`src/rtl/vga_wq_pkg.sv`:
```
// vga_wq_pkg: shared FSM state, queue entry layout and frame-buffer geometry.
package vga_wq_pkg;
    localparam int H_RES  = 640;
    localparam int V_RES  = 480;
    localparam int PIXELS = H_RES * V_RES;
    localparam int ENTRY_ADDR_W = 19;
    localparam int ENTRY_DATA_W = 8;

    typedef enum logic [1:0] {ST_IDLE, ST_DRAIN, ST_FILL} state_e;

    typedef struct packed {
        logic [ENTRY_ADDR_W-1:0] addr;
        logic [ENTRY_DATA_W-1:0] data;
    } entry_t;
endpackage

```
`src/rtl/vga_wq_fifo.sv`:
```
// vga_wq_fifo: circular-buffer storage for pending pixel writes.
module vga_wq_fifo #(
    parameter int DEPTH = 16,
    parameter int W     = 27
) (
    input  logic                   clk_i,
    input  logic                   rst_i,
    input  logic                   push_i,
    input  logic                   pop_i,
    input  logic [W-1:0]           din_i,
    output logic [W-1:0]           dout_o,
    output logic [$clog2(DEPTH):0] count_o,
    output logic                   full_o,
    output logic                   empty_o
);
    localparam int PW = $clog2(DEPTH);

    logic [W-1:0]  mem_q [DEPTH];
    logic [PW-1:0] head_q, tail_q;
    logic [PW:0]   count_q;
    logic          push_ok, pop_ok;

    assign full_o  = count_q == (PW+1)'(DEPTH);
    assign empty_o = count_q == '0;
    assign count_o = count_q;
    assign dout_o  = mem_q[head_q];
    assign push_ok = push_i && !full_o;
    assign pop_ok  = pop_i && !empty_o;

    // DEPTH is a power of two, so pointers wrap by plain overflow
    always_ff @(posedge clk_i or posedge rst_i) begin
        if (rst_i) begin
            head_q  <= '0;
            tail_q  <= '0;
            count_q <= '0;
        end else begin
            head_q  <= head_q + PW'(pop_ok);
            tail_q  <= tail_q + PW'(push_ok);
            count_q <= count_q + (PW+1)'(push_ok) - (PW+1)'(pop_ok);
        end
    end

    always_ff @(posedge clk_i) begin
        if (push_ok) mem_q[tail_q] <= din_i;
    end
endmodule

```
`src/rtl/vga_write_queue.sv`:
```
// vga_write_queue: buffers processor pixel writes and streams them to the VGA frame buffer.
// Define VGA_WQ_FILL_EN to include the whole-frame fill engine.
module vga_write_queue
    import vga_wq_pkg::*;
#(
    parameter int DEPTH  = 16,
    parameter int ADDR_W = ENTRY_ADDR_W,
    parameter int DATA_W = ENTRY_DATA_W,
    parameter int PIXELS = vga_wq_pkg::PIXELS
) (
    input  logic              clock_i,
    input  logic              reset_i,
    input  logic              wr_en_i,
    input  logic [ADDR_W-1:0] wr_addr_i,
    input  logic [DATA_W-1:0] wr_data_i,
    output logic              full_o,
    output logic              overflow_o,
    input  logic              fill_start_i,
    input  logic [DATA_W-1:0] fill_color_i,
    output logic              fill_busy_o,
    output logic              vga_wren_enable_o,
    output logic [ADDR_W-1:0] vga_data_addr_o,
    output logic [DATA_W-1:0] vga_data_write_o
);
    localparam int CW = $clog2(DEPTH) + 1;

    state_e              state_q, state_d;
    logic [CW-1:0]       count, count_d;
    logic                empty, push, pop, fill_go, fill_last;
    logic [ADDR_W-1:0]   fill_q, addr_d, head_addr;
    logic [DATA_W-1:0]   color_q, data_d, head_data;
    logic                wren_d, overflow_q;
    logic                wren_q;
    logic [ADDR_W-1:0]   addr_q;
    logic [DATA_W-1:0]   data_q;

    vga_wq_fifo #(.DEPTH(DEPTH), .W(ADDR_W + DATA_W)) u_fifo (
        .clk_i  (clock_i),
        .rst_i  (reset_i),
        .push_i (push),
        .pop_i  (pop),
        .din_i  ({wr_addr_i, wr_data_i}),
        .dout_o ({head_addr, head_data}),
        .count_o(count),
        .full_o (full_o),
        .empty_o(empty)
    );

    assign push = wr_en_i && !full_o;
    assign pop  = state_q != ST_FILL && !empty;
    assign count_d = count + CW'(push) - CW'(pop);

`ifdef VGA_WQ_FILL_EN
    assign fill_go   = fill_start_i && state_q != ST_FILL;
    assign fill_last = state_q == ST_FILL && fill_q == ADDR_W'(PIXELS - 1);

    always_ff @(posedge clock_i or posedge reset_i) begin
        if (reset_i) begin
            fill_q  <= '0;
            color_q <= '0;
        end else begin
            fill_q  <= (fill_go || fill_last) ? '0 : (state_q == ST_FILL) ? fill_q + 1'b1 : fill_q;
            color_q <= fill_go ? fill_color_i : color_q;
        end
    end
`else
    logic unused_fill;
    assign unused_fill = ^{fill_start_i, fill_color_i};
    assign fill_go   = 1'b0;
    assign fill_last = 1'b0;
    assign fill_q    = '0;
    assign color_q   = '0;
`endif

    // a fill request lets the pop issued this cycle complete before FILL begins
    always_comb begin
        state_d = fill_go ? ST_FILL
                : (state_q == ST_FILL && !fill_last) ? ST_FILL
                : (count_d != '0) ? ST_DRAIN : ST_IDLE;
        wren_d  = pop || state_q == ST_FILL;
        addr_d  = (state_q == ST_FILL) ? fill_q : head_addr;
        data_d  = (state_q == ST_FILL) ? color_q : head_data;
    end

    always_ff @(posedge clock_i or posedge reset_i) begin
        if (reset_i) begin
            state_q    <= ST_IDLE;
            overflow_q <= 1'b0;
            wren_q     <= 1'b0;
            addr_q     <= '0;
            data_q     <= '0;
        end else begin
            state_q    <= state_d;
            overflow_q <= overflow_q || (wr_en_i && full_o);
            wren_q     <= wren_d;
            addr_q     <= addr_d;
            data_q     <= data_d;
        end
    end

    assign overflow_o        = overflow_q;
    assign fill_busy_o       = state_q == ST_FILL;
    assign vga_wren_enable_o = wren_q;
    assign vga_data_addr_o   = addr_q;
    assign vga_data_write_o  = data_q;
endmodule
```
`config.mk`:
```
export PLATFORM = sky130hd
export DESIGN_NAME = vga_write_queue
export DESIGN_NICKNAME = d
export VERILOG_FILES = /design/src/rtl/vga_wq_pkg.sv /design/src/rtl/vga_wq_fifo.sv /design/src/rtl/vga_write_queue.sv
export SDC_FILE = /design/constraint.sdc
export NUM_CORES = 1
export LEC_CHECK = 0
export ABC_AREA = 0
export BUFFER_PORTS_ARGS = -buffer_cell sky130_fd_sc_hd__buf_2
export CELL_PAD_IN_SITES_DETAIL_PLACEMENT = 2
export CELL_PAD_IN_SITES_GLOBAL_PLACEMENT = 2
export CORE_MARGIN = 1.5
export CORE_UTILIZATION = 45
export DETAILED_ROUTE_END_ITERATION = 6
export MAX_ROUTING_LAYER = met4
export PLACE_DENSITY = 0.85
export SYNTH_ARGS = -nofsm -noshare
export SYNTH_HDL_FRONTEND = slang
export SYNTH_SLANG_ARGS = --single-unit
```
`constraint.sdc`:
```
create_clock -name clock_i -period 4.3 [get_ports clock_i]
set_input_delay 0 -clock clock_i [delete_from_list [all_inputs] [get_ports clock_i]]
set_output_delay 0 -clock clock_i [all_outputs]
set_load 0.01 [all_outputs]
```
==> results of run 1 <==
## state kept, by name, indices dropped and copies added (netlist names)
| register | cells |
|---|---|
| u_fifo.count_o | 5 |
| overflow_o | 1 |
| vga_wren_enable_o | 1 |
| u_fifo.mem_q | 432 |
| vga_data_write_o | 8 |
| u_fifo.tail_q | 4 |
| state_q | 2 |
| u_fifo.head_q | 4 |
| vga_data_addr_o | 19 |
## power groups by stage
| stage | logic [mW] | clock network [mW] | registers (mW) |
|---|---|---|---|
| final | 4.46 | 4.23 | 6.10 |
| after detailed placement | 4.46 | 0 | 6.19 |
| after global placement | 4.17 | 0 | 6.09 |
| after CTS | 4.51 | 4.30 | 6.11 |
| after floorplan | 3.13 | 0 | 6.02 |
| after global routing | 4.79 | 4.44 | 6.16 |
## cell usage after synthesis, types with 7 or more instances
cell type / number / area [um2]
clkbuf_1: 9 / 33.8
dfrtp_1: 44 / 1100
o22ai_2: 11 / 138
inv_1: 11 / 41.3
nand2_1: 58 / 218
buf_2: 21 / 105
o22ai_1: 16 / 100
edfxtp_1: 432 / 13000
a22oi_1: 108 / 811
ha_1: 11 / 138
nor2_1: 14 / 52.6
mux2i_1: 216 / 2160
buf_6: 7 / 78.8
## logic make-up (layout without fill, tap and decap cells)
kind of cell,after synthesis,in the layout,synth area share (%)
AOI/OAI and AO/OA,145,145,6.00
xor gates and xnor gates,11,11,0.520
adders and majority gates,13,13,0.959
buffers and inverters,66,217,2.61
DFF,476,476,76.0
muxes,216,216,11.7
and+or+nand+nor,92,92,2.26
## critical path: stages, from the launching register on
cell and delay [ns]:
dfrtp_1 0.35, inv_1 0.06, ha_1 0.21, and4bb_4 0.23, nor2b_4 0.20, or3b_4 0.49
nor2_4 0.67, buf_4 0.45
## final timing paths
check                                            to  slack (ns)  cells past startpoint
worst max register to register  u_fifo.mem_q[4][20]        1.30                      7
worst min register to register           overflow_o        0.45                      1
worst min-delay path            vga_data_write_o[4]        0.19                      4
min in group clock_i                     overflow_o        0.20                      3
max in group asynchronous          u_fifo.head_q[0]        3.52                      4
worst max-delay path            u_fifo.mem_q[4][20]        1.30                      7
## stage by stage
step / std cells / hold WS (ns) / power, mW / utilization (%)
finish: 1702 / 0.186 / 14.8 / 52.3
CTS: 1702 / 0.170 / 14.9 / 52.3
detailed placement: 1579 / 0.246 / 10.6 / 47.7
global placement: 1579 / 0.241 / 10.3 / 47.7
global route: 1702 / 0.206 / 15.4 / 52.3
floorplan: 1019 / 0.0989 / 9.15 / -
## area by class of cell
cell class              instances  area [um2]  share of cell area [%]
flip-flops and latches        476       14100                    66.1
multi-input cells             477        4110                    19.3
clock buffers                  62        1370                    6.43
repair buffers                112         813                    3.82
well taps                     532         666                    3.13
clock inverters                32         220                    1.03
inverters                      11        41.3                   0.194
## layer usage
layer	global-route usage, %	vias to the layer above	part of all wire, %
met2	43.7	301	51
met5	-	-	0
met4	8.07	0	2.6
li1	-	4248	-
met1	33.4	5295	42
met3	3.45	103	4.5
## timing repair
item                                   4_1_cts  5_1_grt
endpoints found under the hold margin      479        0
gates resized for setup                      0        0
hold buffers                                29        0
==> results_dict.tcl, run 1 <==
set metrics [dict create \
    crit_path_max_fanout 16 \
    nets 1180 \
    cts_sinks 476 \
    grt_overflow 0 \
    dr.pass1.iters 5 \
    max-clock-path-buffers 3 \
    status "finished clean" \
    grt_pass1_wl_um 75900 \
    path_clk_slew_ns 0.06 \
    grt_max_degree 68 \
    peakVddDrop_mv 0.351 \
    wl_per_cell_um 30.6 \
    syn_to_final_growth_pct 15.0 \
    io_buffers 60 \
    antenna_found_initial 0 \
    synth_area_um2 18500 \
    syn-mean-instance-area_um2 18.2 \
    ioPinCount 70 \
    cts_buffers 50 \
    async_flop_share_pct 9.24 \
    synth_cell_types 36 \
    most-common-layout-cells "edfxtp_1 (432), mux2i_1 (216), a22oi_1 (108)" \
    row_count 74 \
    tightest_slew_ns 1.29 \
    grt_pass1_vias 11100 \
    rsz0062_at_grt "false" \
    drv_slew 0 \
    switching_power_mw 5.01 \
    power_frac_clock_pct 28.6 \
    synth_cells 1019 \
    yosys_warnings 0 \
    coreArea_um2 40700 \
    grt_use_total_pct 26.1 \
    num-fill-cells 3599 \
    cts_root_buf "clkbuf_16" \
    chipWidth_um 206 \
    fin_crit_sh_pct 69.8 \
    critPathKind "register to register" \
    drive_above_1_share_pct 16.4 \
    fin_skew_ns 0.0154 \
    setup_tns_ns 0 \
    insertion_delay_ns 0.59 \
    combPwrFrac_pct 30.2 \
    cts_max_level 2 \
    drc 0 \
    ys_seq_elements 476 \
    post-route-worst-setup-slack_ns 1.30 \
    crit_start "u_fifo.count_o[2]" \
    power_density_nw_per_um2 695 \
    intPower_mw 9.79 \
    diodes 0 \
    routabilityCongestion 0.738 \
    synth-edff-count 432 \
    post_cts_buffers 0 \
    vias 9947 \
    die-area_um2 42400 \
    r2r_start "u_fifo.count_o[2]" \
    setup.worst_path.end_class "register" \
    syn-num-nets 1071 \
    initial_utilization_pct 45.5 \
    tritoncts "yes" \
    drt_iter0_drc 854 \
    synth_flop_cell "edfxtp_1" \
    seq_area_frac_synth_pct 76.0 \
    setup_violations 0 \
    fin_crit_ns 3.00 \
    crit_arrival_ns 3.26 \
    design_area_um2 21300 \
    placed_area_um2 19400 \
    die_y_um 206 \
    layout_commonest_cell "edfxtp_1" \
    swShare_pct 33.9 \
    p_leak_nw 7.83 \
    relSlewSlack_pct 13.9 \
    critPathRequiredTime_ns 4.56 \
    p_seq_share_pct 41.2 \
    hold_viol 0 \
    ant_nets 0 \
    routed_wl_um 52000 \
    max-cap-violations 0 \
    dpl_worst_slack_ns 1.28 \
    max_freq_mhz 333 \
    startpoint_type "register" \
    vias_per_cell 5.84 \
    dp.final_hpwl_um 29600 \
    holdCritPathClass "input port to asynchronous set/reset pin" \
]
(Power assumes the default switching activity.)
==> run 2, diff against run 1 <==
==> constraint.sdc (replaced) <==
create_clock -name clock_i -period 2.88 [get_ports clock_i]
set_input_delay 0 -clock clock_i [delete_from_list [all_inputs] [get_ports clock_i]]
set_output_delay 0 -clock clock_i [all_outputs]
set_load 0.01 [all_outputs]
==> results_dict.tcl, run 2 (same netlist as run 1, synthesis figures left out) <==
set metrics [dict create \
    insertion_delay_ns 0.59 \
    combPwrFrac_pct 32.3 \
    drv_slew 0 \
    final_core_util_pct 52.9 \
    vias 10100 \
    coreArea_um2 40700 \
    setup_violations 0 \
    swShare_pct 34.6 \
    crit_arrival_ns 3.22 \
    chipWidth_um 206 \
    dr.pass1.iters 5 \
    routabilityCongestion 0.760 \
    initial_utilization_pct 45.5 \
    power_density_nw_per_um2 1040 \
    wl_per_cell_um 31.7 \
    cts_buffers 50 \
    p_seq_share_pct 40.2 \
    holdPathStages 3 \
    peakVddDrop_mv 0.608 \
    ant_nets 0 \
    drc 0 \
    dp.final_hpwl_um 32000 \
    routed_wl_um 54700 \
    cts_root_buf "clkbuf_16" \
    power_frac_clock_pct 27.5 \
    fin_crit_sh_pct 96.6 \
    relSlewSlack_pct 37.3 \
    crit_path_max_fanout 2 \
    row_count 74 \
    ioPinCount 70 \
    p_leak_nw 7.96 \
    cts_max_level 2 \
    drive_above_1_share_pct 18.7 \
    max-cap-violations 0 \
    rsz0062_at_grt "false" \
    path_clk_slew_ns 0.07 \
    cts_sinks 476 \
    r2r_start "u_fifo.count_o[2]" \
    holdCritPathClass "input port to register" \
    io_buffers 60 \
    syn_to_final_growth_pct 16.4 \
    antenna_found_initial 1 \
    max_freq_mhz 359 \
    grt_use_total_pct 27.3 \
    critPathKind "register to register" \
    tritoncts "yes" \
    die_y_um 206 \
    nets 1207 \
    hold_end "overflow_o" \
    setup.worst_path.end_class "register" \
    die-area_um2 42400 \
    r2r_slack_ns 0.1 \
    status "finished clean" \
    fin_skew_ns 0.0191 \
    hold_viol 0 \
    switching_power_mw 7.75 \
    reg2reg_depth 12 \
    largest_register "u_fifo.mem_q" \
    most-common-layout-cells "edfxtp_1 (432), mux2i_1 (216), a22oi_1 (108)" \
    grt_pass1_wl_um 78900 \
    max-clock-path-buffers 3 \
    largest_reg_flops 432 \
    fin_crit_ns 2.78 \
    critPathRequiredTime_ns 3.32 \
    vias_per_cell 5.83 \
    dpl_worst_slack_ns -0.164 \
    grt_max_degree 83 \
    worstHoldStart "wr_en_i" \
    num-fill-cells 3597 \
    finalPower_mw 22.4 \
    post-route-worst-setup-slack_ns 0.0973 \
    grt_overflow 0 \
    layout_commonest_cell "edfxtp_1" \
    rr_endpoint "state_q[0]" \
    startpoint_type "register" \
    drt_iter0_drc 749 \
    tightest_slew_ns 0.939 \
    intPower_mw 14.6 \
    grt_pass1_vias 11300 \
]
run 2: cell types whose count changed in the layout (fill, tap and decap cells not counted), sizes merged:
cell,delta
clkinvlp,+1
diode,+1
buf,+27
bufinv,-2
clkinv,-11
clkbuf,+7
run 2: layer usage:
metal	routed length, um	vias to the layer above	track usage, %	share of wire [%]
met2	27700	288	45.7	51
met4	1880	0	10.4	3.4
met5	0	-	-	0
li1	-	4294	-	-
met1	22600	5369	33.6	41
met3	2520	102	4.35	4.6
run 2: final cells by class:
type                       count  area [um2]  area share (%)
antenna                        1        2.50          0.0116
clock buffer                  69        1400            6.51
clock inverter                20         120           0.557
inverter                      11        41.3           0.192
multi-input combinational    477        4170            19.3
sequential                   476       14100            65.3
tap                          532         666            3.09
timing repair buffer         139        1080            5.00
run 2: repair_timing:
action                     CTS  global route
buffers inserted             2             2
hold endpoints to repair   462             0
setup endpoints to repair    2             2
pin swaps                    1             1
hold buffers                29             0
resized for setup            4             5
cloned                       0             0
run 2: worst max path at each step:
stage                      start                  end  slack, ns
6_report       u_fifo.count_o[2]           state_q[0]        0.1
5_1_grt        u_fifo.count_o[2]           state_q[0]       0.01
4_1_cts        u_fifo.count_o[3]           state_q[0]       0.04
3_5_place_dp   u_fifo.count_o[3]           state_q[0]      -0.16
3_3_place_gp   u_fifo.count_o[3]           state_q[0]       0.14
2_1_floorplan  u_fifo.count_o[2]  u_fifo.mem_q[12][0]      -0.08
run 2: worst max-delay path, cell delays in order (launching register included):
cell,delay [ns]
dfrtp_1,0.39
inv_2,0.08
ha_2,0.19
nor4b_4,0.30
nor2_4,0.09
ha_4,0.28
inv_1,0.06
ha_1,0.23
fa_2,0.38
a21oi_1,0.16
o21bai_1,0.10
xnor2_1,0.26
a31oi_1,0.13
run 2: power groups by stage:
stage / Clock [mW] / Combinational (mW) / Sequential [mW]
global route: 6.48 / 7.68 / 9.07
floorplan: 0 / 4.69 / 8.98
detailed placement: 0 / 7.04 / 9.11
CTS: 6.25 / 7.25 / 9.01
global placement: 0 / 6.56 / 8.97
finish: 6.15 / 7.23 / 9.01
run 2: through the flow:
| stage | hold WS, ns | TNS (ns) | instance area [um2] | cells |
|---|---|---|---|---|
| detailed placement | 0.228 | -0.168 | 19700 | 1602 |
| floorplan | 0.0989 | -6.83 | 18500 | 1019 |
| CTS | 0.149 | 0 | 21500 | 1722 |
| global placement | 0.224 | 0 | 19700 | 1602 |
| finish | 0.174 | 0 | 21600 | 1725 |
| global route | 0.180 | 0 | 21600 | 1725 |
==> run 3, diff against run 2 <==
--- a/config.mk
+++ b/config.mk
@@ -7,13 +7,14 @@
 export LEC_CHECK = 0
 export ABC_AREA = 0
 export BUFFER_PORTS_ARGS = -buffer_cell sky130_fd_sc_hd__buf_2
-export CELL_PAD_IN_SITES_DETAIL_PLACEMENT = 2
-export CELL_PAD_IN_SITES_GLOBAL_PLACEMENT = 2
+export CELL_PAD_IN_SITES_DETAIL_PLACEMENT = 1
+export CELL_PAD_IN_SITES_GLOBAL_PLACEMENT = 1
 export CORE_MARGIN = 1.5
 export CORE_UTILIZATION = 45
+export CTS_BUF_LIST = sky130_fd_sc_hd__clkbuf_8
 export DETAILED_ROUTE_END_ITERATION = 6
 export MAX_ROUTING_LAYER = met4
-export PLACE_DENSITY = 0.85
+export PLACE_DENSITY = 0.77
 export SYNTH_ARGS = -nofsm -noshare
 export SYNTH_HDL_FRONTEND = slang
 export SYNTH_SLANG_ARGS = --single-unit
==> results_dict.tcl, run 3 (same netlist as run 1, synthesis figures left out) <==
set metrics [dict create \
    rsz0062_at_grt "false" \
    most-common-layout-cells "edfxtp_1 (432), mux2i_1 (216), a22oi_1 (108)" \
    grt_pass1_vias 10900 \
    largest_reg_flops 432 \
    dp.final_hpwl_um 25100 \
    largest_register "u_fifo.mem_q" \
    die-area_um2 42400 \
    cts_sinks 476 \
    path_clk_slew_ns 0.06 \
    holdCritPathClass "input port to asynchronous set/reset pin" \
    dp_cells 1595 \
    cp_num_buf_inv 2 \
    wl_per_cell_um 25.0 \
    status "finished clean" \
    slowest_delay_ns 0.43 \
    path_cells "inv_1 > ha_1 > nor4b_2 > nor2_1 > ha_1 > inv_1 > ha_1 > fa_1 > a21oi_1 > o21bai_1 > xnor2_1 > a31oi_1" \
    cts_buffers 76 \
    chipWidth_um 206 \
    crit_slowest_cell "fa_1" \
    dr.pass1.iters 5 \
    design_area_um2 21400 \
    grt_overflow 0 \
    fin_skew_ns 0.0233 \
    drc 0 \
    grt_use_total_pct 22.1 \
    cts_root_buf "clkbuf_8" \
    insertion_delay_ns 0.62 \
    setup.worst_path.end_class "register" \
    critPathKind "register to register" \
    fin_crit_sh_pct 92.9 \
    grt_pass1_wl_um 66300 \
    grt_max_degree 56 \
    cp_num_cells 12 \
    hold_viol 0 \
    crit_start "u_fifo.count_o[2]" \
    setup_tns_ns 0 \
    r2r_slack_ns 0.20 \
    ioPinCount 70 \
    p_leak_nw 8.01 \
    cp_top_family "adder cells" \
    max-cap-violations 0 \
    routabilityCongestion 0.751 \
    reg2reg_depth 12 \
    syn_to_final_growth_pct 15.8 \
    tightest_slew_ns 0.925 \
    layout_commonest_cell "edfxtp_1" \
    hold_slack_ns 0.136 \
    max_freq_mhz 374 \
    layoutNonFillerInstCount 1757 \
    antenna_found_initial 2 \
    r2r_start "u_fifo.count_o[2]" \
    cp_common_cell "ha_1" \
    drive_above_1_share_pct 19.4 \
    io_buffers 60 \
    cts_max_level 3 \
    post_cts_buffers 0 \
    vias 9736 \
    crit_path_max_fanout 2 \
    vias_per_cell 5.54 \
    relSlewSlack_pct 38.3 \
    row_count 74 \
    max-clock-path-buffers 3 \
    nets 1222 \
    crit_end "state_q[0]" \
    placed_area_um2 19700 \
    drt_iter0_drc 595 \
    setup_violations 0 \
    crit_arrival_ns 3.15 \
    fin_crit_ns 2.68 \
    power_density_nw_per_um2 990 \
    critPathRequiredTime_ns 3.35 \
    routed_wl_um 43900 \
    rr_endpoint "state_q[0]" \
    tritoncts "yes" \
    peakVddDrop_mv 0.448 \
    initial_utilization_pct 45.5 \
    die_y_um 206 \
    startpoint_type "register" \
    coreArea_um2 40700 \
    ant_nets 0 \
    drv_slew 0 \
]
## run 3: cell count changes in the layout (fill, tap and decap cells not counted), sizes merged
cell / change
bufinv: +2
clkbuf: +16
buf: -11
clkinv: -2
inv: +26
diode: +1
## run 3: timing repair
item	in CTS	in global routing
endpoints found under the hold margin	467	0
hold buffers	29	0
setup endpoints to repair	0	2
gates resized for setup	0	1
## run 3: worst min-delay path, cell delays in order
cell and delay (ns):
dlygate4sd3_1 0.52, buf_2 0.12, inv_2 0.66
## run 3: how the worst min path moves through the flow
stage	start	to	slack [ns]	depth (start not counted)
after global routing	wr_en_i	overflow_o	0.16	3
after floorplan	wr_data_i[0]	u_fifo.mem_q[0][0]	0.1	0
after detailed placement	wr_en_i	overflow_o	0.24	2
after CTS	wr_en_i	overflow_o	0.12	3
after global placement	wr_en_i	overflow_o	0.24	2
final	reset_i	vga_data_write_o[5]	0.14	3
## run 3: cell type report
type	count	area [um2]
Fill cell	3773	19300
Sequential cell	476	14100
Multi-Input combinational cell	477	4130
Clock buffer	85	1170
Timing Repair Buffer	128	1080
Tap cell	532	666
Clock inverter	46	268
Inverter	11	41.3
Antenna cell	2	5.00
## run 3: layer usage
layer | vias to the layer above | global-route usage (%) | wire length (um)
met5 | - | - | 0
met4 | 0 | 8.49 | 1350
met1 | 5040 | 26.7 | 18000
li1 | 4324 | - | -
met2 | 261 | 36.9 | 22500
met3 | 111 | 4.27 | 1990
## run 3: power by group
group          internal [mW]  switching [mW]
sequential              8.51           0.494
combinational           2.63            4.06
clock                   2.96            2.56
total                   14.1            7.12
## run 3: metrics by stage
| step | total power [mW] | setup slack, ns | utilization (%) |
|---|---|---|---|
| 4_1_cts | 21.5 | 0.0499 | 52.6 |
| 5_1_grt | 22.2 | 0.0216 | 52.6 |
| 3_3_place_gp | 15.5 | 0.171 | 48.4 |
| 2_1_floorplan | 13.7 | -0.0844 | - |
| 3_5_place_dp | 15.8 | 0.0800 | 48.4 |
| 6_report | 21.2 | 0.204 | 52.6 |
